$ cat config.mk
export PLATFORM = sky130hd
export DESIGN_NAME = char_anim_sequencer
export DESIGN_NICKNAME = d
export VERILOG_FILES = /design/src/rtl/char_anim_sequencer_pkg.sv /design/src/rtl/char_anim_sequencer_frame_hold_counter.sv /design/src/rtl/char_anim_sequencer.sv
export SDC_FILE = /design/constraint.sdc
export NUM_CORES = 1
export LEC_CHECK = 0
export CELL_PAD_IN_SITES_DETAIL_PLACEMENT = 1
export CELL_PAD_IN_SITES_GLOBAL_PLACEMENT = 1
export CORE_MARGIN = 4
export CORE_UTILIZATION = 42
export DETAILED_ROUTE_END_ITERATION = 12
export PLACE_DENSITY_LB_ADDON = 0.1
export SLEW_MARGIN = 20
export SYNTH_ARGS = -nofsm -noshare
export SYNTH_HDL_FRONTEND = slang
export SYNTH_SLANG_ARGS = --single-unit
export TNS_END_PERCENT = 30
$ cat constraint.sdc
create_clock -name sys_clk -period 7 [get_ports sys_clk]
set_input_delay 1.4 -clock sys_clk [delete_from_list [all_inputs] [get_ports sys_clk]]
set_output_delay 1.4 -clock sys_clk [all_outputs]
set_load 0.03 [all_outputs]
$ cat src/rtl/char_anim_sequencer_pkg.sv
// Shared sprite/state codes, facing codes and default hold lengths for the
// character animation sequencer and the display controller.
package char_anim_pkg;

  localparam logic [2:0] ST_IDLE_1         = 3'd0;
  localparam logic [2:0] ST_IDLE_2         = 3'd1;
  localparam logic [2:0] ST_CHARGE         = 3'd2;
  localparam logic [2:0] ST_JUMP_UP        = 3'd3;
  localparam logic [2:0] ST_JUMP_DOWN      = 3'd4;
  localparam logic [2:0] ST_FALL_TO_GROUND = 3'd5;
  localparam logic [2:0] ST_SAFE_GROUND    = 3'd6;

  localparam logic [1:0] FACE_LEFT  = 2'b11;
  localparam logic [1:0] FACE_RIGHT = 2'b01;

  localparam int DEF_IDLE_TOGGLE_FRAMES = 30;
  localparam int DEF_LAND_HOLD_FRAMES   = 20;
  localparam int DEF_SAFE_HOLD_FRAMES   = 6;
  localparam int DEF_MIN_HOLD_FRAMES    = 2;

  function automatic logic is_airborne(input logic [2:0] s);
    return (s == ST_JUMP_UP) || (s == ST_JUMP_DOWN);
  endfunction

  // States in which the player may turn the character around.
  function automatic logic is_steerable(input logic [2:0] s);
    return (s == ST_IDLE_1) || (s == ST_IDLE_2) || (s == ST_CHARGE);
  endfunction

endpackage

$ cat src/rtl/char_anim_sequencer_frame_hold_counter.sv
// Frame-tick driven hold counter: clears on a state change, otherwise counts
// ticks and saturates; o_reached compares against a runtime limit.
module frame_hold_counter #(
  parameter int CNT_WIDTH = 8
) (
  input  logic                 clk,
  input  logic                 rst,
  input  logic                 i_tick,
  input  logic                 i_clear,
  input  logic [CNT_WIDTH-1:0] i_limit,
  output logic [CNT_WIDTH-1:0] o_count,
  output logic                 o_reached
);

  logic [CNT_WIDTH-1:0] r_count;

  always_ff @(posedge clk) begin
    if (rst) begin
      r_count <= '0;
    end else if (i_tick) begin
      if (i_clear) begin
        r_count <= '0;
      end else if (r_count != '1) begin
        r_count <= r_count + 1'b1;
      end
    end
  end

  assign o_count   = r_count;
  assign o_reached = (r_count >= i_limit);

endmodule

$ cat src/rtl/char_anim_sequencer.sv
// Frame-synchronous sprite selector: picks char_id/char_face once per frame
// from ground contact, velocity and charge. Optional macro: CHAR_ANIM_FORCE_EN.
module char_anim_sequencer
  import char_anim_pkg::*;
#(
  parameter int VY_WIDTH           = 8,
  parameter int CNT_WIDTH          = 8,
  parameter int IDLE_TOGGLE_FRAMES = DEF_IDLE_TOGGLE_FRAMES,
  parameter int LAND_HOLD_FRAMES   = DEF_LAND_HOLD_FRAMES,
  parameter int SAFE_HOLD_FRAMES   = DEF_SAFE_HOLD_FRAMES,
  parameter int MIN_HOLD_FRAMES    = DEF_MIN_HOLD_FRAMES
) (
  input  logic                       sys_clk,
  input  logic                       sys_rst,
  input  logic                       frame_tick,
  input  logic                       char_on_ground,
  input  logic signed [VY_WIDTH-1:0] char_vy,
  input  logic                       char_charging,
  input  logic                       hard_landing,
  input  logic signed [1:0]          char_dir_in,
`ifdef CHAR_ANIM_FORCE_EN
  input  logic                       force_en,
  input  logic [2:0]                 force_id,
`endif
  output logic [2:0]                 char_id,
  output logic signed [1:0]          char_face,
  output logic                       anim_update,
  output logic                       move_lock
);

  localparam logic [CNT_WIDTH-1:0] LIM_TOGGLE = CNT_WIDTH'(IDLE_TOGGLE_FRAMES - 1);
  localparam logic [CNT_WIDTH-1:0] LIM_LAND   = CNT_WIDTH'(LAND_HOLD_FRAMES - 1);
  localparam logic [CNT_WIDTH-1:0] LIM_SAFE   = CNT_WIDTH'(SAFE_HOLD_FRAMES - 1);
  localparam logic [CNT_WIDTH-1:0] LIM_MIN    = CNT_WIDTH'(MIN_HOLD_FRAMES - 1);
  localparam logic signed [VY_WIDTH-1:0] VY_ZERO = '0;

  logic [2:0]           r_state;
  logic [2:0]           r_char_id;
  logic signed [1:0]    r_face;
  logic                 r_latch;
  logic                 r_anim;
  logic                 r_lock;
  logic [2:0]           w_state_next;
  logic [2:0]           w_disp_next;
  logic signed [1:0]    w_face_next;
  logic                 w_latch_eff;
  logic                 w_latch_next;
  logic                 w_state_chg;
  logic [CNT_WIDTH-1:0] w_cnt;
  logic [CNT_WIDTH-1:0] w_limit;
  logic                 w_reached;
  logic                 w_min_ok;

  // A hard-landing pulse in the tick cycle itself must already count.
  assign w_latch_eff = r_latch | hard_landing;
  assign w_min_ok    = (w_cnt >= LIM_MIN);
  assign w_state_chg = (w_state_next != r_state);

  always_comb begin
    w_limit = LIM_MIN;
    case (r_state)
      ST_IDLE_1, ST_IDLE_2: w_limit = LIM_TOGGLE;
      ST_FALL_TO_GROUND:    w_limit = LIM_LAND;
      ST_SAFE_GROUND:       w_limit = LIM_SAFE;
      default:              w_limit = LIM_MIN;
    endcase
  end

  frame_hold_counter #(.CNT_WIDTH(CNT_WIDTH)) u_hold (
    .clk       (sys_clk),
    .rst       (sys_rst),
    .i_tick    (frame_tick),
    .i_clear   (w_state_chg),
    .i_limit   (w_limit),
    .o_count   (w_cnt),
    .o_reached (w_reached)
  );

  always_comb begin
    w_state_next = r_state;
    if (frame_tick) begin
      if (r_state == ST_FALL_TO_GROUND) begin
        if (w_reached) w_state_next = ST_IDLE_1;
      end else if (!char_on_ground) begin
        w_state_next = (char_vy < VY_ZERO) ? ST_JUMP_UP : ST_JUMP_DOWN;
      end else if (is_airborne(r_state)) begin
        w_state_next = w_latch_eff ? ST_FALL_TO_GROUND : ST_SAFE_GROUND;
      end else begin
        case (r_state)
          ST_SAFE_GROUND: begin
            if (w_reached) w_state_next = char_charging ? ST_CHARGE : ST_IDLE_1;
          end
          ST_CHARGE: begin
            if (!char_charging && w_reached) w_state_next = ST_IDLE_1;
          end
          ST_IDLE_1, ST_IDLE_2: begin
            if (char_charging && w_min_ok) w_state_next = ST_CHARGE;
            else if (w_reached) w_state_next = (r_state == ST_IDLE_1) ? ST_IDLE_2 : ST_IDLE_1;
          end
          default: w_state_next = ST_IDLE_1;
        endcase
      end
    end
  end

  // Latch drops on entering a landing state, or when leaving the ground from
  // a grounded state (the event belonged to an earlier fall).
  always_comb begin
    w_latch_next = w_latch_eff;
    if (frame_tick) begin
      if (w_state_chg && ((w_state_next == ST_FALL_TO_GROUND) ||
                          (w_state_next == ST_SAFE_GROUND)))
        w_latch_next = 1'b0;
      if (!char_on_ground && !is_airborne(r_state))
        w_latch_next = 1'b0;
    end
  end

  always_comb begin
    w_face_next = r_face;
    if (frame_tick && (char_dir_in != 2'sb00) && is_steerable(w_state_next))
      w_face_next = char_dir_in;
  end

  always_comb begin
`ifdef CHAR_ANIM_FORCE_EN
    if (force_en) w_disp_next = (force_id == 3'd7) ? ST_IDLE_1 : force_id;
    else          w_disp_next = w_state_next;
`else
    w_disp_next = w_state_next;
`endif
  end

  always_ff @(posedge sys_clk) begin
    if (sys_rst) begin
      r_state   <= ST_IDLE_1;
      r_char_id <= ST_IDLE_1;
      r_face    <= FACE_RIGHT;
      r_latch   <= 1'b0;
      r_anim    <= 1'b0;
      r_lock    <= 1'b0;
    end else begin
      r_state <= w_state_next;
      r_latch <= w_latch_next;
      r_lock  <= (w_state_next == ST_FALL_TO_GROUND);
      r_anim  <= 1'b0;
      if (frame_tick) begin
        r_char_id <= w_disp_next;
        r_face    <= w_face_next;
        r_anim    <= (w_disp_next != r_char_id);
      end
    end
  end

  assign char_id     = r_char_id;
  assign char_face   = r_face;
  assign anim_update = r_anim;
  assign move_lock   = r_lock;

endmodule

; After elaboration in Yosys (flattened, before gate mapping)
; Cells that the tools add are included.
[totals]
regBits = 19
latch_bits = 0
ramBits = 0
romBits = 0
inputBits = 16
out_inout_bits = 7
mem_count = 0
[op_classes]
addsub = 1
mul = 0
div_mod_pow = 0
n_lt_le_gt_ge = 3
eq_ne = 13
n_shift = 0
n_mux = 20
bitwise = 2
reduce_logical = 21
[op_table]
columns = operator, count
row1 = $mux W3, 10
row2 = $mux W8, 2
row3 = $eq A3 B3 Y1 const B, 5
row4 = $pmux W5 S3, 1
row5 = $eq A3 B2 Y1 const B, 3
row6 = $pmux W3 S3, 1
row7 = $add A8 B1 Y8 const B, 1
row8 = $ge A8 B1 Y1 const B, 1
row9 = $ge A8 B5 Y1, 1
row10 = $lt A8 B1 Y1 const B, 1
row11 = $ne A8 B8 Y1 const B, 1
row12 = $eq A3 B1 Y1 const B, 2
row13 = $logic_and A1 B1 Y1, 6
row14 = $logic_not A3 Y1, 2
row15 = $ne A3 B3 Y1, 2
row16 = $logic_or A1 B1 Y1, 4
row17 = $mux W1, 4
row18 = $mux W2, 2
row19 = $reduce_and A2 Y1, 2
row20 = $reduce_bool A2 Y1, 2
row21 = $reduce_or A2 Y1, 2
row22 = $logic_not A1 Y1, 3
row23 = $not A1 Y1, 1
row24 = $or A1 B1 Y1, 1

; Depth between registers and ports, before layout
; Gate-level depths: netlist of the first run.
[depth]
ltp_word = 17
depth_mapped = 11

; By module
; Synthesis of the first run repeated with hierarchy kept, for this count alone.
[unflattened]
hier_cells = 173
hier_area_um2 = 1447.6
[by_module_without_submodules]
columns = module, n_inst, cells_each, area_per_inst_um2, seq_area_each_um2
row1 = char_anim_sequencer, 1, 99, 822.0, 220.2
row2 = frame_hold_counter, 1, 74, 625.6, 160.2

; Worst setup path before layout of the first run
; Ideal clock, no wire load.
[synth_path]
path_type = input-to-reg
from = input hard_landing
to = register r_latch
arrival_time_ns = 2.966
required_time_ns = 6.869
setup_slack_ns = 3.902
stages = 7
n_path_buf = 0
cell_sequence = or3b_2 o211ai_1 a311oi_1 a211oi_2 mux2_2 a211oi_1 a31oi_1
[synth_via]
elab_chain_len = 12
elab_cells_between_ends = 14
classes_between = 3 x eq/ne / 8 x mux / 1 x bitwise / 2 x reduce/logical
[synth_rtl]
columns = element, line
row1 = start: declaration, char_anim_sequencer.sv:19  ; input logic hard_landing,
row2 = $or A1 B1 Y1 (*), char_anim_sequencer.sv:55  ; assign w_latch_eff = r_latch | hard_landing;
row3 = $mux W2, char_anim_sequencer.sv:87  ; w_state_next = w_latch_eff ? ST_FALL_TO_GROUND : ST_SAFE_GROUND;
row4 = $mux W3, char_anim_sequencer.sv:86  ; end else if (is_airborne(r_state)) begin
row5 = $mux W3, char_anim_sequencer.sv:84  ; end else if (!char_on_ground) begin
row6 = $mux W3, char_anim_sequencer.sv:82  ; if (r_state == ST_FALL_TO_GROUND) begin
row7 = $mux W3, char_anim_sequencer.sv:81  ; if (frame_tick) begin
row8 = $eq A3 B3 Y1 (on tied branches), "char_anim_sequencer.sv:111, char_anim_sequencer.sv:112"
row9 = $logic_or A1 B1 Y1, char_anim_sequencer.sv:111  ; if (w_state_chg && ((w_state_next == ST_FALL_TO_GROUND) ||
row10 = $logic_and A1 B1 Y1, char_anim_sequencer.sv:111
row11 = $mux W1, char_anim_sequencer.sv:111
row12 = $mux W1, char_anim_sequencer.sv:114  ; if (!char_on_ground && !is_airborne(r_state))
row13 = $mux W1 (*), char_anim_sequencer.sv:110  ; if (frame_tick) begin
row14 = end signal: assignment, char_anim_sequencer.sv:144  ; r_latch <= w_latch_next;
row15 = end: declaration, char_anim_sequencer.sv:40  ; logic r_latch;
; Every way passes the cells marked *; elsewhere a longest branch is shown, timed or not.
; A chain may end at the register's enable or synchronous reset.

; Final worst setup path of the first run
[layout_path]
from = input char_on_ground
to = register r_lock (netlist: move_lock)
[layout_via]
elab_chain_len = 4
[layout_rtl]
columns = element, line
row1 = start: declaration, char_anim_sequencer.sv:16  ; input logic char_on_ground,
row2 = $mux W3, char_anim_sequencer.sv:84
row3 = $mux W3, char_anim_sequencer.sv:82
row4 = $mux W3, char_anim_sequencer.sv:81
row5 = $eq A3 B3 Y1, char_anim_sequencer.sv:145  ; r_lock <= (w_state_next == ST_FALL_TO_GROUND);
row6 = end signal: assignment, char_anim_sequencer.sv:145
row7 = end: declaration, char_anim_sequencer.sv:42  ; logic r_lock;
; Every way passes these cells.

==> summary.md, run 1 <==
| Metric | Value |
|---|---|
| Syn_nets | roughly 190 |
| Syn avg cell area | 8.03 um^2 |
| Max-Cap Viols | 0 |
| Dpl hpwl | approximately 2.9 mm |
| Share of cells above drive strength 1 | 0.0929 |
| R2r startpoint | r_state[0]$_SDFF_PP0_ |
| Delay-heaviest family, CP | compound AO/OA/AOI/OAI gates |
| Wire length per cell | between 15 and 20 um |
| Leakage | about 0.58 nW |
| Startpoint Class | input port |
| Max rail drop VDD | ~0.10 mV |
| Crit path time final | 3.56 ns |
| Worst Setup End Kind | register |
| DR iter-0 viols | 80 |
| RSZ-0062 raised after global routing | false |
| Largest family of logic cells by synthesized area | compound AO/OA/AOI/OAI gates |
| P per Cell Area | 165 mW/mm^2 |
| Post-synth cell types | 56 |
| Fmax | between 200 and 300 MHz |
| Initial antenna violation count | 0 |
| Overall Global Routing Usage | 0.194 |
| ANT cells | 0 |
| Hold Slack | about 0.5 ns |
| Final setup fails | 0 |
| Io pins | 23 |
| Worst r2r path cells | 10 |
| Routed vias | between 1k and 1.5k |
| Top_reg_cell synth | dfxtp_1 |
| First-pass GRT wire length | ~6.5 mm |
| Initial Util | 0.443 |
| Worst hold stages | 2 |
| DRC viols | 0 |
| Number of flops mapped to enable cells by yosys | 0 |
| Ys Warns | 0 |
| Die H | 65.0 um |
| Synth Area in Adders | 0.0642 |
| Slew @ Worst Pin | slightly below 0.6 ns |
| CP max stage delay | between 0.6 and 0.7 ns |
| Status | complete, no violations |
| Routability cong. | roughly 0.90 |
| Simple-Gate Fraction of Synth Area | 0.261 |
| Relative slew slack | 0.607 |
| CTS clk-pin slew, worst paths | 0.11 ns |
| Stages on the worst setup path | 8 |
| DP Cell Count | roughly 220 |
| Final std cells w/o fill | approximately 230 |
| Final #Nets | 207 |
| CP Capture Point | move_lock$_SDFF_PP0_ |
| Vias in the first global route | ~1.4k |
| Required time worst endpoint | 7.22 ns |
| Worst Path Buf+Inv | 1 |
| Die Area | roughly 0.0042 mm^2 |
| Worst reg-to-reg setup slack | roughly 3.7 ns |
| Die X | approximately 65 um |
| Longest Clk Path Bufs | 2 |
| Final worst-path cycle share | 0.509 |
| Synth Area in Compound Gates | 0.268 |
| Final WL | between 3 and 4 mm |
| Reg2reg end | move_lock$_SDFF_PP0_ |
| Vias per cell | approximately 6 |
| Number of gates resized after CTS | 0 |
| Hold Path Class | register to register |
| Asr flop ratio synth | 0 |
| Row cnt | 20 |
| CTS tree | done |
| Synth Instances | 170 |
| Htree depth | 1 |
| Port bufs | 15 |
| CP Class | input port to register |
| Clock latency on the worst-skew pair | 0.30 ns |
| Critical Path AT | between 3 and 4 ns |
| Sequential area share after synthesis | 0.279 |
| Fin. max-slew vios | 0 |
| Aggregate global routing overflow | 0 |
| Core area | slightly above 0.003 mm^2 |
| Post-CTS Setup Repair Bufs | 0 |
| Post-detailed-route count of antenna-violating nets | 0 |
| Maximum number of pins on one net before global-route repair | 14 |
| Mux cell area share after synthesis | 0.0229 |
| Post-Synth XOR/XNOR Area | 0.0513 |
| Number of synthesized register bits | 19 |
| Synth Cell Area | between 0.001 and 0.0015 mm^2 |
| Worst-path fanout max | 11 |
| Total CTS buffers | 3 |
| Crit path from | char_on_ground |
| Area grow syn2layout | 15.2% |
| Root Buffer | clkbuf_4 |
| Post-Route Setup TNS | 0 ns |
| Final Skew | between 0.002 and 0.003 ns |
| Clk sinks | 19 |
| Drt pass-1 iters | 4 |
| CP max-delay cell | clkdlybuf4s50_1 |
| Hold buffers post-CTS | 0 |
| Hold Vio Cnt, Final | 0 |
| Crit path cell chain | clkdlybuf4s50_1, and3b_1, o211ai_1, a311oi_1, a211oi_2, a311o_2, and2_4, nor4_4 |
==> sequential cells by signal, indices dropped and copies added, names as in the netlist <==
register        cells
anim_update         1
char_face           2
char_id             3
move_lock           1
r_latch             1
r_state             3
u_hold.o_count      8
==> cells in the final DEF (no fill, tap or decap), types with 2 or more instances in the layout <==
| cell | netlist | layout |
|---|---|---|
| nor2b_1 | 3 | 3 |
| xor2_1 | 3 | 3 |
| o21a_1 | 3 | 3 |
| o2bb2ai_1 | 2 | 2 |
| clkdlybuf4s50_1 | 0 | 15 |
| a211oi_1 | 2 | 2 |
| nor2_1 | 20 | 20 |
| or3_1 | 2 | 2 |
| inv_1 | 12 | 12 |
| nor3_1 | 3 | 3 |
| clkbuf_4 | 0 | 3 |
| dfxtp_1 | 19 | 19 |
| o21ai_0 | 7 | 7 |
| a31oi_1 | 2 | 2 |
| nand4_1 | 2 | 2 |
| nand2b_1 | 2 | 2 |
| a21oi_1 | 10 | 10 |
| a21o_1 | 2 | 2 |
| xnor2_1 | 5 | 5 |
| mux2i_1 | 2 | 2 |
| ha_1 | 7 | 7 |
| nand2_1 | 15 | 15 |
| nand3_1 | 6 | 6 |
| o211ai_1 | 2 | 2 |
| a221oi_1 | 2 | 2 |
| o2111ai_1 | 2 | 2 |
==> stage by stage <==
| stage | cell area [um^2] | util | setup WS (ns) | total power, mW |
|---|---|---|---|---|
| after floorplan | 1370 | - | 3.90 | 0.179 |
| after CTS | 1570 | 0.511 | 3.42 | 0.261 |
| after global routing | 1570 | 0.511 | 3.32 | 0.277 |
| final | 1570 | 0.511 | 3.44 | 0.259 |
| after detailed placement | 1550 | 0.502 | 3.11 | 0.203 |
| after global placement | 1550 | 0.502 | 3.17 | 0.200 |
==> area by class of cell <==
cell class / count / area [um^2]
clock buffer: 3 / 22.5
clock inverter: 1 / 5.00
multi-input combinational: 132 / 911
inverter: 13 / 48.8
sequential: 19 / 380
fill: 387 / 1510
tap: 44 / 55.1
timing repair buffer: 15 / 150
==> per-layer routing <==
metal / vias to the layer above / global-route usage / part of all wire
li1: 641 / - / -
met1: 664 / 0.252 / 0.48
met2: 22 / 0.337 / 0.48
met3: 5 / 0.0347 / 0.030
met4: 0 / 0.0389 / 0.0095
met5: - / 0 / 0
==> tightest hold or removal path: cells and delay by family, from the launching register on <==
| kind | cells | cell delay [ns] |
|---|---|---|
| AOI/OAI and AO/OA | 1 | 0.06 |
| DFF | 1 | 0.37 |
| and+or+nand+nor | 1 | 0.06 |
==> synth_stat cells (all sizes together), types with 2 or more instances <==
cell type  number  area, um^2
o211ai          2        15.0
and2            2        15.0
nor3            4        25.0
nor4            2        27.5
a21o            2        15.0
nor2b           3        18.8
or3             2        12.5
ha              7        87.6
o21ai           7        35.0
xnor2           5        43.8
o2bb2ai         2        17.5
a21oi          10        50.1
nand2          15        56.3
inv            12        45.0
a211oi          3        27.5
a311o           2        21.3
a221oi          2        17.5
a41oi           2        25.0
or2             2        12.5
clkbuf          3        11.3
xor2            3        26.3
o21a            3        22.5
nand4           2        12.5
o2111ai         2        17.5
mux2i           2        20.0
nand3           7        40.0
nand2b          2        12.5
nor2           20        75.1
buf             3        13.8
dfxtp          19         380
a31oi           2        12.5
==> logic make-up (layout without fill, tap and decap cells) <==
kind of cell,after synthesis,after routing
compound gates,47,47
simple gates,67,67
mux,3,3
flops,19,19
xor+xnor,8,8
fa+ha+maj,7,7
buf+inv,19,32
==> worst min path at each step <==
stage | from | endpoint | slack, ns
after floorplan | u_hold.o_count[3]$_SDFFE_PP0P_ | u_hold.o_count[3]$_SDFFE_PP0P_ | 0.50
final | char_face[0]$_SDFFE_PP1P_ | char_face[0]$_SDFFE_PP1P_ | 0.51
after detailed placement | char_face[0]$_SDFFE_PP1P_ | char_face[0]$_SDFFE_PP1P_ | 0.49
after global routing | char_id[1]$_SDFFE_PP0P_ | char_id[1]$_SDFFE_PP0P_ | 0.56
after CTS | char_face[0]$_SDFFE_PP1P_ | char_face[0]$_SDFFE_PP1P_ | 0.53
after global placement | char_face[0]$_SDFFE_PP1P_ | char_face[0]$_SDFFE_PP1P_ | 0.48
==> power by group <==
group          switching (mW)  total (mW)  internal (mW)
logic                  0.0454      0.0789         0.0335
clock network          0.0361      0.0574         0.0213
registers             0.00850       0.122          0.114
(Power assumes the default switching activity.)
==> run 2, diff against run 1 <==
Settings changed: CORE_UTILIZATION 42 to 35.
Clock period 7 ns to 3 ns, I/O delays scaled along.
==> run 2 against run 1 <==
Compared with the run above: clock skew about the same; final cell count is 7.5% higher; sequential share of layout area is 1.9 points lower; cell area rose by 9.1%; clock power rose to 3.2 times the previous value; flip-flop and latch count did not move; critical path type is now register to register; largest power group unchanged.
==> summary.md, run 2 (same netlist as run 1, synthesis figures left out) <==
| Metric | Value |
|---|---|
| Status | complete, no violations |
| Most Crowded Layer GR | met2 |
| Wire length per cell | 16.4 um (+0.73%) |
| Core area | 0.00372 mm^2 (+21%) |
| Met3 Use GR | 0.0259 (-0.00876) |
| Share of cells above drive strength 1 | 0.179 (+0.0857) |
| Post-detailed-route count of antenna-violating nets | 0 (unchanged) |
| DRC viols | 0 (unchanged) |
| Port bufs | 15 (unchanged) |
| Dpl hpwl | 3.14 mm (+9.1%) |
| Initial antenna violation count | 0 (unchanged) |
| Required time worst endpoint | 3.14 ns (-4.08 ns) |
| Max-Cap Viols | 0 (unchanged) |
| P per Cell Area | 394 mW/mm^2 (+140%) |
| Clk sinks | 19 (unchanged) |
| Die Area | 0.00496 mm^2 (+17%) |
| Final WL | 4.00 mm (+8.3%) |
| Crit path time final | about 2.8 ns |
| Fin. max-slew vios | 0 (unchanged) |
| Die H | 70.5 um (+8.4%) |
| ANT cells | 0 (unchanged) |
| Max rail drop VDD | 0.260 mV (+160%) |
| Drt pass-1 iters | 4 (unchanged) |
| Row cnt | 22 (+10%) |
| CP Capture Point | r_latch$_SDFF_PP0_ |
| CTS clk-pin slew, worst paths | 0.07 ns (-0.04 ns) |
| Global Route met1 Usage | 0.224 (-0.0281) |
| Root Buffer | clkbuf_8 |
| Dpl ws | -0.0135 ns (-3.12 ns) |
| Final #Nets | 220 (+6.3%) |
| DR iter-0 viols | 102 (+28%) |
| Relative slew slack | 0.670 (+0.0635) |
| Post-Route Setup TNS | 0 ns (unchanged) |
| Worst-path fanout max | 6 (-5) |
| Startpoint Class | register |
| Final worst-path cycle share | 0.942 |
| Clock latency on the worst-skew pair | 0.26 ns (-0.04 ns) |
| Crit path from | r_state[2]$_SDFF_PP0_ |
| Post-DP Area | 0.00165 mm^2 (+6.6%) |
| Worst Slack Setup Final | 0.173 ns (-3.26 ns) |
| Initial Util | 0.367 (-0.0762) |
| Final Skew | 0.00288 ns (+0.000116 ns) |
| Leading cell types in the layout, fill and taps excluded | 20 x nor2_1, 17 x dfxtp_1, 15 x nand2_1, 15 x clkdlybuf4s50_1, 13 x buf_4 |
| Io pins | 23 (unchanged) |
| Leakage | 0.654 nW (+14%) |
| First-pass GRT wire length | 6.80 mm (+5.1%) |
| Grt met2 use | 0.270 (-0.0669) |
| Hold Vio Cnt, Final | 0 (unchanged) |
| Vias in the first global route | 1461 (+4.7%) |
| Final setup fails | 0 (unchanged) |
| Fin area | 0.00172 mm^2 (+9.1%) |
| Routed vias | 1364 (+2.4%) |
| Routability cong. | 0.850 (-5.5%) |
| Maximum number of pins on one net before global-route repair | 12 (-2) |
| Fmax | between 300 and 400 MHz |
| Worst reg-to-reg setup slack | 0.17 ns (-3.55 ns) |
| Aggregate global routing overflow | 0 (unchanged) |
| Worst Setup End Kind | register |
| Vias per cell | 5.59 (-4.7%) |
| Longest Clk Path Bufs | 2 (unchanged) |
| CTS tree | done |
| Die X | 70.5 um (+8.4%) |
| Slew @ Worst Pin | 0.495 ns (-0.0898 ns) |
| Overall Global Routing Usage | 0.170 (-0.0246) |
| Final Power | 675 uW (+160%) |
| Reg2reg end | r_latch$_SDFF_PP0_ |
| Hold Path Class | register to register |
| Htree depth | 1 (unchanged) |
| Critical Path AT | 2.97 ns (-0.81 ns) |
| R2r startpoint | r_state[2]$_SDFF_PP0_ |
| Area grow syn2layout | 25.7% |
| Worst r2r path cells | 10 (unchanged) |
| Largest register FFs | 8 (unchanged) |
| CP Class | register to register |
| Commonest non-fill, non-tap cell in the layout | nor2_1 |
| Hold buffers post-CTS | 0 (unchanged) |
| Total CTS buffers | 3 (unchanged) |
## run 2: layout make-up
cell class                 count  area [um^2]
clock buffer                   4         45.0
fill                         484         2000
inverter                      13         48.8
multi-input combinational    132          931
sequential                    19          383
tap                           48         60.1
timing repair buffer          28          248
## run 2: repair_timing
action	4_1_cts	5_1_grt
gates resized for setup	0	8
pin swaps	1	2
setup endpoints to repair	1	14
setup buffers	0	0
## run 2: power breakdown
part / switching (mW) / internal (mW) / leakage, nW
sequential: 0.0151 / 0.266 / 0.156
combinational: 0.117 / 0.0943 / 0.475
clock: 0.0877 / 0.0947 / 0.0228
total: 0.220 / 0.455 / 0.654
## run 2: through the flow
step,utilization,instances,hold WS (ns)
2_1_floorplan,-,170,0.502
3_3_place_gp,0.443,240,0.479
6_report,0.462,244,0.513
5_1_grt,0.462,244,0.546
3_5_place_dp,0.443,240,0.507
4_1_cts,0.456,244,0.520
## run 2: layer usage
layer | part of all wire | vias up | wire, um
li1 | - | 665 | -
met1 | 0.49 | 668 | 1950
met4 | 0.014 | 0 | 57
met2 | 0.47 | 26 | 1870
met3 | 0.031 | 5 | 125
met5 | 0 | - | 0
## run 2: worst min path at each step
stage | end | start | cells past startpoint | slack [ns]
CTS | char_id[1]$_SDFFE_PP0P_ | char_id[1]$_SDFFE_PP0P_ | 2 | 0.52
detailed placement | char_face[0]$_SDFFE_PP1P_ | char_face[0]$_SDFFE_PP1P_ | 2 | 0.51
global placement | char_face[0]$_SDFFE_PP1P_ | char_face[0]$_SDFFE_PP1P_ | 2 | 0.48
finish | char_id[1]$_SDFFE_PP0P_ | char_id[1]$_SDFFE_PP0P_ | 2 | 0.51
global route | char_id[1]$_SDFFE_PP0P_ | char_id[1]$_SDFFE_PP0P_ | 2 | 0.55
floorplan | u_hold.o_count[3]$_SDFFE_PP0P_ | u_hold.o_count[3]$_SDFFE_PP0P_ | 2 | 0.50
## run 2: critical path, stage by stage, from the launching register on
cell and delay (ns):
dfxtp_1 0.36, buf_4 0.17, a21o_1 0.18, ha_1 0.18, or4_2 0.57, nor2_1 0.10, o21ai_0 0.13, a211oi_2 0.36
mux2_4 0.35, a211oi_2 0.21, a31oi_1 0.10
